==> src/rtl/barrel_pool.sv <==
// barrel_pool: spawns barrels on the top floor, rolls them, drops them floor to floor, despawns them at the bottom.
// Define BARREL_POOL_LFSR_DIR_EN to pick each spawn direction from an 8-bit LFSR instead of always rolling right.
module barrel_pool #(
   parameter int NUM_BARRELS  = 4,
   parameter int NUM_FLOORS   = 4,
   parameter int TOP_Y        = 100,
   parameter int FLOOR_PITCH  = 80,
   parameter int LEFT_X       = 50,
   parameter int RIGHT_X      = 590,
   parameter int SPAWN_X      = 250,
   parameter int SPEED_X      = 3,
   parameter int MAX_FALL     = 7,
   parameter int SPAWN_PERIOD = 64
) (
   input  logic                      clk,
   input  logic                      rst,
   input  logic                      tick,
   input  logic                      start,
   input  logic                      over,
   output logic [10*NUM_BARRELS-1:0] x_bus,
   output logic [9*NUM_BARRELS-1:0]  y_bus,
   output logic [2*NUM_BARRELS-1:0]  state_bus,
   output logic [3*NUM_BARRELS-1:0]  anim_bus,
   output logic [NUM_BARRELS-1:0]    active,
   output logic                      spawn_pulse
);
   localparam int CW = (SPAWN_PERIOD > 1) ? $clog2(SPAWN_PERIOD) : 1;
   localparam logic [CW-1:0] CNT_MAX = CW'(SPAWN_PERIOD - 1);
   localparam logic [1:0] S_IDLE = 2'b00, S_ROLL = 2'b01, S_FALL = 2'b10;
   typedef enum logic {P_IDLE, P_RUN} pool_t;
   pool_t                  pool_q, pool_d;
   logic [CW-1:0]          cnt_q, cnt_d;
   logic                   spawn_pulse_q, spawn_pulse_d;
   logic [9:0]             x_q [NUM_BARRELS], x_d [NUM_BARRELS];
   logic [8:0]             y_q [NUM_BARRELS], y_d [NUM_BARRELS];
   logic [2:0]             vy_q [NUM_BARRELS], vy_d [NUM_BARRELS];
   logic [2:0]             fl_q [NUM_BARRELS], fl_d [NUM_BARRELS];
   logic [1:0]             st_q [NUM_BARRELS], st_d [NUM_BARRELS];
   logic [4:0]             ac_q [NUM_BARRELS], ac_d [NUM_BARRELS];
   logic [2:0]             anim_q [NUM_BARRELS], anim_d [NUM_BARRELS];
   logic [NUM_BARRELS-1:0] dir_q, dir_d, act_q, act_d;
   logic [10:0]            x_r [NUM_BARRELS];
   logic [9:0]             x_m [NUM_BARRELS], y_n [NUM_BARRELS], ty [NUM_BARRELS];
   logic [2:0]             vy_n [NUM_BARRELS];
   logic                   has_free, do_spawn, spawn_dir;
   logic [2:0]             free_idx;
`ifdef BARREL_POOL_LFSR_DIR_EN
   logic [7:0] lfsr_q, lfsr_d;
   always_comb lfsr_d = tick ? {lfsr_q[6:0], lfsr_q[7] ^ lfsr_q[5] ^ lfsr_q[4] ^ lfsr_q[3]} : lfsr_q;
   always_comb spawn_dir = lfsr_d[0];
   always_ff @(posedge clk or negedge rst)
      if (!rst) lfsr_q <= 8'hA5;
      else lfsr_q <= lfsr_d;
`else
   always_comb spawn_dir = 1'b0;
`endif
   always_comb begin
      pool_d = pool_q;
      cnt_d = cnt_q;
      has_free = 1'b0;
      free_idx = '0;
      dir_d = dir_q;
      act_d = '0;
      // free slots are judged on pre-update state, so a slot despawning this tick is not reused yet
      for (int i = NUM_BARRELS - 1; i >= 0; i--)
         if (st_q[i] == S_IDLE) begin
            has_free = 1'b1;
            free_idx = 3'(i);
         end
      do_spawn = pool_q == P_RUN && tick && !over && cnt_q == CNT_MAX && has_free;
      spawn_pulse_d = do_spawn;
      if (over) begin
         pool_d = P_IDLE;
         cnt_d = '0;
      end else if (pool_q == P_IDLE) begin
         if (start) begin
            pool_d = P_RUN;
            cnt_d = CNT_MAX;
         end
      end else if (tick)
         cnt_d = (cnt_q != CNT_MAX) ? cnt_q + 1'b1 : (has_free ? '0 : CNT_MAX);
      for (int i = 0; i < NUM_BARRELS; i++) begin
         x_d[i] = x_q[i];
         y_d[i] = y_q[i];
         vy_d[i] = vy_q[i];
         fl_d[i] = fl_q[i];
         st_d[i] = st_q[i];
         ac_d[i] = ac_q[i];
         x_r[i] = {1'b0, x_q[i]} + 11'(SPEED_X);
         x_m[i] = dir_q[i] ? ((x_q[i] < 10'(LEFT_X + SPEED_X)) ? 10'(LEFT_X) : x_q[i] - 10'(SPEED_X))
                           : ((x_r[i] > 11'(RIGHT_X)) ? 10'(RIGHT_X) : x_r[i][9:0]);
         vy_n[i] = (vy_q[i] >= 3'(MAX_FALL)) ? 3'(MAX_FALL) : vy_q[i] + 3'd1;
         y_n[i] = {1'b0, y_q[i]} + {7'd0, vy_n[i]};
         ty[i] = 10'(TOP_Y + (int'(fl_q[i]) + 1) * FLOOR_PITCH);
         if (over || (do_spawn && free_idx == 3'(i))) begin
            x_d[i] = over ? 10'd0 : 10'(SPAWN_X);
            y_d[i] = over ? 9'd0 : 9'(TOP_Y);
            vy_d[i] = '0;
            fl_d[i] = '0;
            ac_d[i] = '0;
            st_d[i] = over ? S_IDLE : S_ROLL;
            dir_d[i] = over ? 1'b0 : spawn_dir;
         end else if (tick && st_q[i] != S_IDLE) begin
            ac_d[i] = ac_q[i] + 5'd1;
            if (st_q[i] == S_ROLL) begin
               x_d[i] = x_m[i];
               if (x_m[i] == (dir_q[i] ? 10'(LEFT_X) : 10'(RIGHT_X))) begin
                  if (fl_q[i] < 3'(NUM_FLOORS - 1)) begin
                     st_d[i] = S_FALL;
                     vy_d[i] = '0;
                     dir_d[i] = ~dir_q[i];
                  end else begin
                     x_d[i] = '0;
                     y_d[i] = '0;
                     fl_d[i] = '0;
                     ac_d[i] = '0;
                     dir_d[i] = 1'b0;
                     st_d[i] = S_IDLE;
                  end
               end
            end else if (y_n[i] >= ty[i]) begin
               y_d[i] = ty[i][8:0];
               fl_d[i] = fl_q[i] + 3'd1;
               st_d[i] = S_ROLL;
               vy_d[i] = '0;
            end else begin
               y_d[i] = y_n[i][8:0];
               vy_d[i] = vy_n[i];
            end
         end
         act_d[i] = st_d[i] != S_IDLE;
         anim_d[i] = (st_d[i] == S_ROLL) ? {1'b0, ac_d[i][4:3]} :
                     (st_d[i] == S_FALL) ? (ac_d[i][4] ? 3'd4 : 3'd5) : 3'd0;
      end
   end
   always_ff @(posedge clk or negedge rst) begin
      if (!rst) begin
         pool_q <= P_IDLE;
         cnt_q <= '0;
         spawn_pulse_q <= 1'b0;
         x_q <= '{default: '0};
         y_q <= '{default: '0};
         vy_q <= '{default: '0};
         fl_q <= '{default: '0};
         st_q <= '{default: '0};
         ac_q <= '{default: '0};
         anim_q <= '{default: '0};
         dir_q <= '0;
         act_q <= '0;
      end else begin
         pool_q <= pool_d;
         cnt_q <= cnt_d;
         spawn_pulse_q <= spawn_pulse_d;
         x_q <= x_d;
         y_q <= y_d;
         vy_q <= vy_d;
         fl_q <= fl_d;
         st_q <= st_d;
         ac_q <= ac_d;
         anim_q <= anim_d;
         dir_q <= dir_d;
         act_q <= act_d;
      end
   end
   always_comb begin
      x_bus = '0;
      y_bus = '0;
      state_bus = '0;
      anim_bus = '0;
      for (int i = 0; i < NUM_BARRELS; i++) begin
         x_bus[10*i +: 10] = x_q[i];
         y_bus[9*i +: 9] = y_q[i];
         state_bus[2*i +: 2] = st_q[i];
         anim_bus[3*i +: 3] = anim_q[i];
      end
   end
   assign active = act_q;
   assign spawn_pulse = spawn_pulse_q;
endmodule
==> config.mk <==
export PLATFORM = sky130hd
export DESIGN_NAME = barrel_pool
export DESIGN_NICKNAME = d
export VERILOG_FILES = /design/src/rtl/barrel_pool.sv
export SDC_FILE = /design/constraint.sdc
export NUM_CORES = 1
export LEC_CHECK = 0
export CORE_UTILIZATION = 30
export DETAILED_ROUTE_END_ITERATION = 10
export GPL_ROUTABILITY_DRIVEN = 0
export RECOVER_POWER = 50
export SLEW_MARGIN = 20
export SYNTH_ARGS = -nofsm -noshare
export SYNTH_HDL_FRONTEND = slang
export SYNTH_SLANG_ARGS = --single-unit
==> constraint.sdc <==
create_clock -name clk -period 12.75 [get_ports clk]
set_input_delay 1.9125 -clock clk [delete_from_list [all_inputs] [get_ports clk]]
set_output_delay 1.9125 -clock clk [all_outputs]
set_load 0.05 [all_outputs]
* Yosys cells after proc, flatten, opt, wreduce, memory -nomap -nowiden *
Index checks and enable logic that the tools add are counted.

cells by class
  $add $sub $neg = 33
  multipliers = 4
  order comparisons = 20
  equal/unequal tests = 34
  mux-type cells = 208
  bitwise logic cells = 4
  reductions and logical operators = 68

operators with widths
  kind                                                                               count
  10-bit two-way mux                                                                 36
  9-bit two-way mux                                                                  24
  3-bit two-way mux                                                                  60
  5-bit two-way mux                                                                  20
  2-bit two-way mux                                                                  28
  10-bit by 2-bit adder with 11-bit output, second input constant                    4
  11-bit by 10-bit greater-than comparator with 1-bit output, second input constant  4
  7-bit by 10-bit adder with 10-bit output, first input constant                     4
  9-bit by 3-bit adder with 10-bit output                                            4
  10-bit equality test                                                               4
  10-bit greater-or-equal comparator                                                 4
  10-bit by 6-bit < comparator with 1-bit output, second input constant              4
  2-bit nonzero test                                                                 20
  10-bit by 2-bit subtractor with 10-bit output, second input constant               4
  6-bit two-way mux                                                                  6
  3-bit AND reduction                                                                12
  1-bit two-way mux                                                                  32
  3-bit by 1-bit adder with 3-bit output, second input constant                      8
  4-bit by 3-bit multiplier with 6-bit output, second input constant                 4
  3-bit by 2-bit inequality test with 1-bit output, second input constant            8
  5-bit by 1-bit adder with 5-bit output, second input constant                      4
  3-bit by 1-bit adder with 4-bit output, second input constant                      4
  2-bit by 1-bit equality test with 1-bit output, second input constant              8
  4-bit AND reduction                                                                4
  19 further kinds                                                                   61

storage, ports and cells
  register bits = 156
  input bits = 5
  output and inout port bits = 101

* Longest topological paths before layout *
  depth in word-level cells = 12
  depth in mapped cells = 22
  depth with buffers taken out = 22

* Worst setup path before layout *
Ideal clock, no wire load.

  kind = register -> register
  start = register fl_q[3] (netlist name)
  end = register anim_q, in the netlist anim_bus[6]
  setup time = 133 ps
  arrival = 4115 ps
  required time = 12617 ps
  path slack = 8503 ps
  stages on the path, launching flop included = 19
  path buffers = 0
  clock period less this slack = 4247 ps
  path through = dfrtp_1 > ha_1 > ha_1 > ha_1 > inv_1 > fa_1 > nor2_1 > nand2_1 > xor2_1 > xnor2_1 > ha_1 > or4_1 > o31ai_1 > o21a_1 > nor2_1 > o31a_1 > or2_2 > nand2_1 > o32ai_1

RTL lines
  item                    RTL line  RTL
  start, declared         37        logic [2:0] fl_q [NUM_BARRELS], fl_d [NUM_BARRELS];
  start signal, assigned  157       fl_q <= fl_d;
  end signal, assigned    160       anim_q <= anim_d;
  end, declared           40        logic [2:0] anim_q [NUM_BARRELS], anim_d [NUM_BARRELS];

==> summary.md <==
| Metric | Value |
|---|---|
| Die area | `0.0434 sq mm` |
| Tot Pwr | `1.27 mW` |
| P_leak | `6.47 nW` |
| Most frequent cells in the layout | `156 x dfrtp_1, 146 x nor2_1, 138 x o21ai_0` |
| Top Ports | `106` |
| Worst Max-Slew Pin Slew | `5.30 ns` |
| Syn Inst Count | `1542` |
| Clock Tree Root | `clkbuf_16` |
| Port buffer count | `105` |
| Vias post-DR | `11800` |
| Startpoint Class | `input pin` |
| Worst hold start | `ac_q[0]` |
| EDFF count, synth | `0` |
| Yosys warns | `0` |
| First-pass GRT wire length | `58.1 mm` |
| CP top delay family | `buffers and inverters` |
| Hold Path Class | `reg -> reg` |
| Antenna-violating nets left | `0` |
| Worst r2r src | `vy_q[6]` |
| Critical-path maximum fanout | `95` |
| Crit-path cells | `clkbuf_1` |
| Cells after DPL | `2117` |
| Post-synth top flop | `dfrtp_1` |
| Clk_lat worst skew | `0.43 ns` |
| Worst Path Required | `12.01 ns` |
| FF-to-FF End | `y_bus[12]` |
| Vias in the first global route | `11300` |
| CTS-repair resized insts | `0` |
| Hold Path End | `ac_q[0]` |
| Grt total ovfl | `0` |
| WL/cell | `16.4 microns` |
| First-pass iteration count of the detailed router | `5` |
| Hpwl dp | `25.7 mm` |
| Peak Freq | `0.157 GHz` |
| Asr flop ratio synth | `1.00` |
| CTS tree | `built` |
| CTS Buf Count | `17` |
| Largest stage delay, worst path | `3.63 ns` |
| Worst Setup End Kind | `asynchronous set/reset pin` |
| Most common cell after layout, fill and taps aside | `dfrtp_1` |
| Final worst-path cycle share | `0.500` |
| Worst clock skew | `0.0159 ns` |
| Power density over the cells | `86.7 mW/mm^2` |
| Cell Area, Synth | `0.0128 sq mm` |
| Post-CTS setup buffer count | `0` |
| Final net count | `1684` |
| Non-Filler Instances | `2150` |
| Worst r2r path cells | `20` |
| Clk buf depth | `2` |
| Worst path buffer plus inverter count | `1` |
| Core area | `0.0419 sq mm` |
| Cell depth of the worst hold path | `1` |
| Fin Hold WS | `0.516 ns` |
| Period minus WS final | `6.37 ns` |
| Final Hold Vio Count | `0` |
| Post-DR vias/cell | `5.48` |
| Flop2flop setup slack | `8.00 ns` |
| Slew Limit Fails | `145` |
| Placed inst area | `0.0141 sq mm` |
| Place WS | `7.37 ns` |
| Post-route cell area | `0.0147 sq mm` |
| Unrepaired setup endpoints after global routing | `no` |
| DRC viols | `0` |
| Clock Pin Slew Worst Setup and Hold Paths | `0.06 ns` |
| Slowest CP cell | `clkbuf_1` |
| Register bit total from synthesis | `156` |
| Failing checks | `capacitance limit, slew limit` |
| Final setup viols | `0` |
| Standard-cell rows | `75` |
| Starting Density | `0.304` |
| Peak supply drop | `0.0930 mV` |
| Yosys cell types | `104` |
| Largest net degree at the start of global routing | `96` |
| # Max-Cap Violations | `2` |
| Post-synthesis net count | `1629` |
| Finished Core Util | `0.349` |
| CTS H-tree depth | `4` |
| DIE WIDTH | `208 microns` |
| Final WS setup | `6.38 ns` |
| Die Span Y | `208 microns` |
| Post-synthesis sequential area ratio | `0.306` |
| Status | `finished with violations` |
| Setup_tns | `0 ns` |
| Share of cells above drive strength 1 | `0.0627` |
| CTS Sinks | `156` |
| Synthesized area per cell | `8.28 sq um` |
| CP Class | `in -> async` |
| Initial antenna violation count | `1` |
| Relative slew margins | `-2.53` |
| Arrival @ worst endpoint | `5.63 ns` |
| Cts hold-fix bufs | `0` |
| Total Wirelength | `35.3 mm` |
| Tot GR Track Use | `0.162` |
| Area Overhead vs Synth | `14.8%` |
| Initial drt markers | `837` |
layer usage:
metal | routed length (microns) | track usage | vias up
li1 | - | - | 5681
met1 | 16400 | 0.221 | 5716
met2 | 16600 | 0.263 | 337
met3 | 1470 | 0.0192 | 50
met4 | 797 | 0.0549 | 0
met5 | 0 | 0 | -
cell families after synthesis:
logic type / after synthesis / share of synthesized area
mux: 24 / 0.0203
simple gates: 550 / 0.214
fa+ha+maj: 82 / 0.0839
flops: 156 / 0.306
compound gates: 478 / 0.251
buf+inv: 154 / 0.0573
xor+xnor: 98 / 0.0672
Yosys cell counts, drive strengths merged, types with 16 or more instances:
library cell,count,area [sq um]
a21o,23,174
a21oi,92,472
a22o,16,141
a31oi,24,178
and3,17,106
buf,38,267
clkbuf,37,169
dfrtp,156,3900
ha,76,951
inv,78,293
nand2,137,517
nand2b,32,200
nand3,50,250
nor2,146,548
nor2b,22,140
nor3,44,250
o21a,20,150
o21ai,149,753
o31ai,18,140
xnor2,51,447
xor2,47,412
final cells by class:
class,instances,area (sq um)
fill,4316,27300
multi-input combinational,1232,8130
sequential,156,3900
timing repair buffer,111,1080
tap,539,674
clock buffer,22,484
inverter,79,297
clock inverter,10,82.6
antenna,1,2.50
flip-flops by register name, summed over array words and instances (netlist names), 4 cells and up:
register	flops
x_bus	40
y_bus	36
ac_q	20
anim_bus	12
fl_q	12
vy_q	12
state_bus	8
cnt_q	6
active	4
dir_q	4
worst max-delay path by stage:
stage,startpoint,endpoint,slack (ns),depth (start not counted)
after floorplan,fl_q[3],anim_bus[6],8.50,18
after global placement,tick,y_bus[3],7.52,11
after detailed placement,tick,y_bus[3],7.37,11
after CTS,tick,y_bus[3],7.82,11
after global routing,rst,y_bus[22],5.21,1
final,rst,y_bus[22],6.38,1
power by group:
part | leakage (nW) | internal (mW) | switching [mW]
logic | 4.06 | 0.0848 | 0.148
registers | 2.14 | 0.515 | 0.0301
clock network | 0.266 | 0.273 | 0.220
(Power assumes the default switching activity.)
